===== src/rtl/dmem_pkg.sv =====
// Shared types and constants for the data-memory bus bridge.
package dmem_pkg;

    typedef enum logic [1:0] {
        IDLE,
        REQ,
        DONE
    } dmem_state_t;

    // RV32I load/store funct3 encodings
    localparam logic [2:0] F3_B  = 3'b000;
    localparam logic [2:0] F3_H  = 3'b001;
    localparam logic [2:0] F3_W  = 3'b010;
    localparam logic [2:0] F3_BU = 3'b100;
    localparam logic [2:0] F3_HU = 3'b101;

    // Access size comes from funct3[1:0]; reserved encodings behave as word.
    function automatic logic is_aligned(input logic [1:0] addr_lo, input logic [2:0] funct3);
        case (funct3[1:0])
            2'b00:   return 1'b1;
            2'b01:   return ~addr_lo[0];
            default: return (addr_lo == 2'b00);
        endcase
    endfunction

endpackage


===== src/rtl/dmem_load_align.sv =====
// Selects the addressed byte/halfword lane of a bus read word and extends it.
module dmem_load_align
    import dmem_pkg::*;
(
    input  logic [31:0] bus_rdata,
    input  logic [1:0]  addr,
    input  logic [2:0]  funct3,
    output logic [31:0] data
);

    logic [7:0]  byte_lane;
    logic [15:0] half_lane;

    assign byte_lane = bus_rdata[{addr, 3'b000} +: 8];
    assign half_lane = addr[1] ? bus_rdata[31:16] : bus_rdata[15:0];

    // Extend the selected lane according to size and signedness.
    always_comb begin
        // NOTE: default assignment first so no path through the case leaves data unassigned (no latch).
        data = bus_rdata;
        case (funct3)
            F3_B:    data = {{24{byte_lane[7]}}, byte_lane};
            F3_BU:   data = {24'h0, byte_lane};
            F3_H:    data = {{16{half_lane[15]}}, half_lane};
            F3_HU:   data = {16'h0, half_lane};
            F3_W:    data = bus_rdata;
            default: data = bus_rdata;
        endcase
    end

endmodule


===== src/rtl/dmem_bridge.sv =====
// MEM-stage bridge from the pipeline's zero-latency memory port to a
// valid/ready bus: formats loads and stores, stalls while an access is
// outstanding, and reports misaligned accesses and bus timeouts.
module dmem_bridge
    import dmem_pkg::*;
#(
    parameter int unsigned TIMEOUT_CYCLES = 255
) (
    input  logic        clk,
    input  logic        rst,
    input  logic        req_read,
    input  logic        req_write,
    input  logic [31:0] req_addr,
    input  logic [31:0] req_wdata,
    input  logic [2:0]  req_funct3,
    output logic [31:0] rdata,
    output logic        stall,
    output logic        misaligned,
    output logic        bus_timeout,
    output logic        bus_valid,
    output logic        bus_we,
    output logic [31:0] bus_addr,
    output logic [31:0] bus_wdata,
    output logic [3:0]  bus_wstrb,
    input  logic        bus_ready,
    input  logic [31:0] bus_rdata
);

    // Counter value seen in the last REQ cycle before the access is abandoned.
    localparam logic [7:0] CNT_LAST = 8'(TIMEOUT_CYCLES - 1);

    dmem_state_t state;
    logic [7:0]  cnt;
    logic [1:0]  addr_lo_q;
    logic [2:0]  funct3_q;

    logic        req_any;
    logic        aligned;
    logic        accept;
    logic [31:0] st_wdata;
    logic [3:0]  st_wstrb;
    logic [31:0] load_data;

    assign req_any = req_read | req_write;
    assign aligned = is_aligned(req_addr[1:0], req_funct3);
    assign accept  = (state == IDLE) & req_any & aligned;

    // The pipeline sees stall/misaligned combinationally; both are held low while in reset.
    assign stall      = rst & ((state == REQ) | accept);
    assign misaligned = rst & (state == IDLE) & req_any & ~aligned;

    // Replicate store data across lanes and build the byte strobes.
    always_comb begin
        st_wdata = req_wdata;
        st_wstrb = 4'hF;
        case (req_funct3[1:0])
            2'b00: begin
                st_wdata = {4{req_wdata[7:0]}};
                st_wstrb = 4'b0001 << req_addr[1:0];
            end
            2'b01: begin
                st_wdata = {2{req_wdata[15:0]}};
                st_wstrb = 4'b0011 << {req_addr[1], 1'b0};
            end
            default: begin
                st_wdata = req_wdata;
                st_wstrb = 4'hF;
            end
        endcase
    end

    dmem_load_align u_load_align (
        .bus_rdata (bus_rdata),
        .addr      (addr_lo_q),
        .funct3    (funct3_q),
        .data      (load_data)
    );

    // Access sequencer: latches the request, drives the bus, captures the result.
    always_ff @(posedge clk or negedge rst) begin
        if (!rst) begin
            state       <= IDLE;
            cnt         <= '0;
            addr_lo_q   <= '0;
            funct3_q    <= '0;
            rdata       <= '0;
            bus_timeout <= 1'b0;
            bus_valid   <= 1'b0;
            bus_we      <= 1'b0;
            bus_addr    <= '0;
            bus_wdata   <= '0;
            bus_wstrb   <= '0;
        end else begin
            // NOTE: non-blocking assignments so every register samples pre-edge values.
            case (state)
                IDLE: begin
                    if (accept) begin
                        state     <= REQ;
                        cnt       <= '0;
                        addr_lo_q <= req_addr[1:0];
                        funct3_q  <= req_funct3;
                        bus_valid <= 1'b1;
                        bus_we    <= req_write;
                        bus_addr  <= {req_addr[31:2], 2'b00};
                        bus_wdata <= st_wdata;
                        bus_wstrb <= req_write ? st_wstrb : 4'h0;
                    end
                end
                REQ: begin
                    // A response in the final allowed cycle still wins over the timeout.
                    if (bus_ready) begin
                        state     <= DONE;
                        bus_valid <= 1'b0;
                        rdata     <= bus_we ? 32'h0 : load_data;
                    end else if (cnt == CNT_LAST) begin
                        state       <= DONE;
                        bus_valid   <= 1'b0;
                        rdata       <= 32'h0;
                        bus_timeout <= 1'b1;
                    end else begin
                        cnt <= cnt + 8'd1;
                    end
                end
                DONE: begin
                    // Inputs still show the completed request; ignore them this cycle.
                    state       <= IDLE;
                    rdata       <= 32'h0;
                    bus_timeout <= 1'b0;
                end
                default: state <= IDLE;
            endcase
        end
    end

endmodule


===== config.mk =====
export PLATFORM = sky130hd
export DESIGN_NAME = dmem_bridge
export DESIGN_NICKNAME = d
export VERILOG_FILES = /design/src/rtl/dmem_pkg.sv /design/src/rtl/dmem_load_align.sv /design/src/rtl/dmem_bridge.sv
export SDC_FILE = /design/constraint.sdc
export NUM_CORES = 1
export LEC_CHECK = 0
export ABC_AREA = 1
export CAP_MARGIN = 0
export CORE_MARGIN = 2
export CORE_UTILIZATION = 49
export CTS_CLUSTER_DIAMETER = 50
export CTS_CLUSTER_SIZE = 10
export DETAILED_ROUTE_END_ITERATION = 8
export GPL_TIMING_DRIVEN = 0
export PLACE_DENSITY = 0.87
export SYNTH_ARGS = -nofsm -noshare
export SYNTH_HDL_FRONTEND = slang
export SYNTH_SLANG_ARGS = --single-unit

===== constraint.sdc =====
create_clock -name clk -period 3.3 [get_ports clk]
set_input_delay 0.495 -clock clk [delete_from_list [all_inputs] [get_ports clk]]
set_output_delay 0.495 -clock clk [all_outputs]
set_load 0.01 [all_outputs]

== Yosys cells after proc, flatten, opt, wreduce, memory -nomap -nowiden ==
Index checks and enable logic that the tools add are counted.

* Register bits after elaboration: 116
* Logic and storage cells: 74
* Output and inout bits: 105

* Muxes and demuxes: 25
* Add/sub/neg operators: 1
* Shifts and indexed selects: 3
* Bitwise logic cells: 10
* Reduce and logical (&&, ||, !) cells: 12
* Equality and inequality tests: 12

{| class="wikitable"
|+ Operator list
! cell !! number
|-
| $pmux W32 S2 || 2
|-
| $pmux W32 S4 || 1
|-
| $mux W32 || 3
|-
| $shiftx A32 B6 Y8 || 1
|-
| $mux W8 || 3
|-
| $mux W16 || 1
|-
| $pmux W8 S2 || 1
|-
| $add A8 B1 Y8 const B || 1
|-
| $eq A8 B8 Y1 const B || 1
|-
| $pmux W4 S2 || 1
|-
| $and A1 B1 Y1 || 6
|-
| $eq A3 B3 Y1 const B || 2
|-
| $logic_not A2 Y1 || 3
|-
| $mux W2 || 3
|-
| $ne A2 B2 Y1 const B || 3
|-
| $pmux W1 S2 || 3
|-
| $reduce_and A2 Y1 || 3
|-
| $reduce_and A3 Y1 || 2
|-
| $mux W1 || 5
|-
| $eq A2 B1 Y1 const B || 2
|-
| $mux W4 || 1
|-
| $pmux W2 S2 || 1
|-
| $reduce_and A4 Y1 || 1
|-
| $reduce_bool A2 Y1 || 2
|-
| 9 further kinds || 11
|}

== Logic depth before layout (Yosys ltp) ==
* Word-level depth: 5
* Depth in mapped cells: 10
* Gate-level depth less buffers: 10

== Modules after synthesis ==
Synthesis repeated with hierarchy kept, for this count alone.

* Cells, all modules: 767
* Area total of the unflattened synthesis: 6045.8 sq um

{| class="wikitable"
|+ Modules (own cells, without submodules)
! module !! times used !! sequential area each (sq um) !! area an instance (sq um) !! cells each
|-
| dmem_bridge || 1 || 2902.8 || 5233.8 || 608
|-
| dmem_load_align || 1 || 0.0 || 812.0 || 159
|}

== Worst setup path before layout ==
OpenSTA, ideal clock, no wires.

* Kind: reg2out
* Start: register state[0]
* End: output port stall
* Stages on the path, launching flop included: 9
* Slack: 1.349 ns
* Required time: 2.805 ns
* Arrival time: 1.456 ns
* Cell sequence: dfrtp_1 inv_1 ha_1 inv_2 nor2_2 nand2_4 buf_4 buf_6 a21oi_1

* Longest elaborated chain between the ends: 5
* Elaborated cells on any way between the ends: 6

{| class="wikitable"
|+ Ends and longest elaborated chain
! what !! line !! source
|-
| start: declaration || dmem_bridge.sv:32 || <nowiki>dmem_state_t state;</nowiki>
|-
| start signal: assignment || dmem_bridge.sv:82 || <nowiki>state <= IDLE;</nowiki>
|-
| start signal: assignment || dmem_bridge.sv:98 || <nowiki>state <= REQ;</nowiki>
|-
| start signal: assignment || dmem_bridge.sv:112 || <nowiki>state <= DONE;</nowiki>
|-
| $logic_not A2 Y1 || dmem_bridge.sv:46 || <nowiki>assign accept = (state == IDLE) & req_any & aligned;</nowiki>
|-
| $and A1 B1 Y1 (2 in series) || dmem_bridge.sv:46 ||
|-
| $or A1 B1 Y1 (*) || dmem_bridge.sv:49 || <nowiki>assign stall = rst & ((state == REQ) | accept);</nowiki>
|-
| $and A1 B1 Y1 (*) || dmem_bridge.sv:49 ||
|-
| end: declaration || dmem_bridge.sv:17 || <nowiki>output logic stall,</nowiki>
|}

Mark *: on every way between the ends. The rest lies on a longest branch, timed or not.

== Worst setup path after layout ==
Ends and elaborated chain as after synthesis.

==> flow_metrics.tcl <==
set metrics [dict create \
    antenna_cells 0 \
    drc 0 \
    cts.sinks 116 \
    drt-total-wl_um 18400 \
    cts_root_buf "clkbuf_16" \
    fillers 809 \
    ys_seq_area_share_pct 50.18 \
    path_class "reg2out" \
    start_util_pct 50.44 \
    post-place-ws_ps 336.8 \
    clk_latency_ps 410 \
    wire_per_inst_um 16.08 \
    vdd.ir_drop.worst_mv 0.5306 \
    cts_max_path_buffers 2 \
    slew_violations 0 \
    grt_use_total_pct 29.61 \
    pin_count 209 \
    via_per_inst 5.240 \
    ys_warn_count 0 \
    vias 5995 \
    fin_crit_sh_pct 92.68 \
    postRouteAntennaNets 0 \
    fin_util_pct 75.83 \
    synth_cell_types 29 \
    worstMarginPinSlew_ps 1079 \
    grt_max_degree 93 \
    dieArea_um2 12690 \
    status "completed" \
    cp_cell_sequence "inv_1 > ha_1 > inv_2 > nor2_2 > nand2_4 > buf_4 > buf_6 > a21oi_1 > clkdlybuf4s50_1" \
    min_period_ps 3058 \
    max_freq_mhz 327.0 \
    grt_pass1_vias 5953 \
    syn_area_um2 5784 \
    crit_fanout 10 \
    rsz0062_at_grt "no" \
    p_leak_nw 4.296 \
    num_rows 39 \
    antenna_found_initial 0 \
    drive_above_1_share_pct 8.192 \
    dpl.hpwl_um 13100 \
    cts_tree "yes" \
    gp_congestion 0.9241 \
    chipHeight_um 112.7 \
    htreeDepth 4 \
    syn_area_per_cell_um2 7.601 \
    numCtsBuffers 17 \
    hold_path_class "in2async" \
    reg2reg_depth 7 \
    drt_iter0_drc 488 \
    cap_violations 0 \
    relSlewSlack_pct 27.80 \
    synth_cells 761 \
    cp.arrival_ps 2560 \
    power_density_nw_per_um2 943.3 \
    core_um2 11470 \
    fin_worst_skew_ps 7.819 \
    cpPeakStageDelay_ps 600 \
    io_buffers 205 \
    crit_slowest_cell "clkdlybuf4s50_1" \
    setup_ws_ps 241.6 \
    first_pass_iters 7 \
    syn_to_final_growth_pct 50.34 \
    die_w_um 112.7 \
    hold_viol_final 0 \
    dp_cells 1111 \
    grt_pass1_wl_um 29760 \
    worstPathRequired_ps 2800 \
    grt_overflow 0 \
    worstSetupStartpointType "flip-flop" \
    stdcell_count 1144 \
    post_cts_resized 0 \
    nNetsFinal 1097 \
    clk_pin_slew_ps 60 \
    ys_seq_elements 116 \
    crit_path_end_kind "output port" \
    setup-violations-final 0 \
]
==> critical path: cells and delay by family (launching register included) <==
family	cells	cell delay, ps
buf+inv	5	1120
flops	1	400
fa+ha+maj	1	250
simple gates	2	250
compound gates	1	140
==> layout make-up <==
cell class                 instances  area [um^2]  share of cell area, %
sequential                       116         2903                  33.38
multi-input combinational        572         2491                  28.65
timing repair buffer             207         2091                  24.04
clock buffer                      18        439.2                  5.050
buffer                            37        255.2                  2.935
clock inverter                    14        198.9                  2.288
tap                              143        178.9                  2.058
inverter                          37        138.9                  1.597
==> cell usage after synthesis <==
library cell / instances / area share (%)
nand2_1: 352 / 23
dfrtp_1: 116 / 50
nor2_1: 59 / 3.8
nand3_1: 43 / 3.7
a21oi_1: 33 / 2.9
inv_1: 30 / 1.9
o21ai_0: 29 / 2.5
o21ai_1: 12 / 1.0
buf_6: 10 / 1.9
clkbuf_1: 10 / 0.65
buf_4: 9 / 1.2
a31oi_1: 7 / 0.76
inv_2: 7 / 0.45
nand2_2: 7 / 0.76
buf_2: 6 / 0.52
ha_1: 5 / 1.1
o211ai_1: 4 / 0.52
nand2_4: 3 / 0.58
nand3b_1: 3 / 0.39
nor2_2: 3 / 0.32
buf_1: 2 / 0.13
nand3_4: 2 / 0.61
nand4_1: 2 / 0.22
xor2_1: 2 / 0.30
conb_1: 1 / 0.065
nand4_2: 1 / 0.22
nor4_1: 1 / 0.11
o21bai_1: 1 / 0.13
xnor2_1: 1 / 0.15
==> cell usage in the layout (no fill, tap or decap), types with 2 or more instances in the layout <==
cell / instances
nand2_1: 352
clkdlybuf4s50_1: 204
dfrtp_1: 116
nor2_1: 59
nand3_1: 43
a21oi_1: 33
inv_1: 30
o21ai_0: 29
clkbuf_16: 17
o21ai_1: 12
buf_6: 11
clkbuf_1: 10
buf_4: 9
inv_2: 7
nand2_2: 7
a31oi_1: 7
buf_2: 6
ha_1: 5
o211ai_1: 4
bufinv_16: 4
inv_6: 4
clkinvlp_4: 4
nor2_2: 3
nand2_4: 3
nand3b_1: 3
nand3_4: 2
xor2_1: 2
buf_1: 2
nand4_1: 2
conb_1: 2
==> repair_timing <==
action,CTS,global route
setup endpoints to repair,0,0
endpoints found under the hold margin,25,0
buffers inserted,0,0
hold buffers,1,0
==> per-stage QoR <==
stage	TNS, ps	cell area, um^2	total power, mW	hold WS (ps)
after floorplan	0	5788	4.339	199.4
after global placement	-322300	8019	6.067	462.8
after detailed placement	0	8048	6.148	371.9
after CTS	0	8696	8.203	124.4
after global routing	0	8696	8.727	125.8
final	0	8696	8.203	85.66
==> path summary, 6_finish.rpt <==
check                               from           to  slack [ps]
min in group clk           req_funct3[0]  funct3_q[0]         440
max in group asynchronous            rst     rdata[0]        1810
setup / recovery                state[0]        stall         240
setup reg to reg                state[0]    rdata[15]        1490
hold reg to reg                rdata[18]    rdata[18]         480
hold / removal                       rst    rdata[24]          90
==> cell families (layout without fill, tap and decap cells) <==
| group | count (synthesis) | after routing | share of synthesized area [%] |
|---|---|---|---|
| AOI/OAI and AO/OA | 86 | 86 | 7.809 |
| xor gates and xnor gates | 3 | 3 | 0.4543 |
| adders and majority gates | 5 | 5 | 1.082 |
| buffers and inverters | 74 | 313 | 6.814 |
| DFF | 116 | 116 | 50.18 |
| other | 1 | 2 | 0.06483 |
| and+or+nand+nor | 476 | 476 | 33.59 |
==> where the power goes <==
part           switching (mW)  total, mW  internal [mW]
clock network           0.716       2.01           1.29
logic                    2.03       3.79           1.76
registers               0.390       2.41           2.02
==> metal layers <==
| layer | track usage (%) | up-vias | routed length (um) |
|---|---|---|---|
| li1 | - | 2850 | - |
| met1 | 36.46 | 2799 | 7162 |
| met2 | 48.34 | 302 | 8775 |
| met3 | 10.31 | 44 | 1939 |
| met4 | 10.98 | 0 | 524 |
| met5 | 0 | - | 0 |
==> registers in the layout, indices dropped and copies added, names as in the netlist <==
| name | cells |
|---|---|
| funct3_q | 3 |
| state | 2 |
| bus_addr | 30 |
| bus_wstrb | 4 |
| addr_lo_q | 2 |
| bus_we | 1 |
| rdata | 32 |
| bus_wdata | 32 |
| bus_valid | 1 |
| bus_timeout | 1 |
| cnt | 8 |
Note: power is estimated with default switching activity, not from simulation.
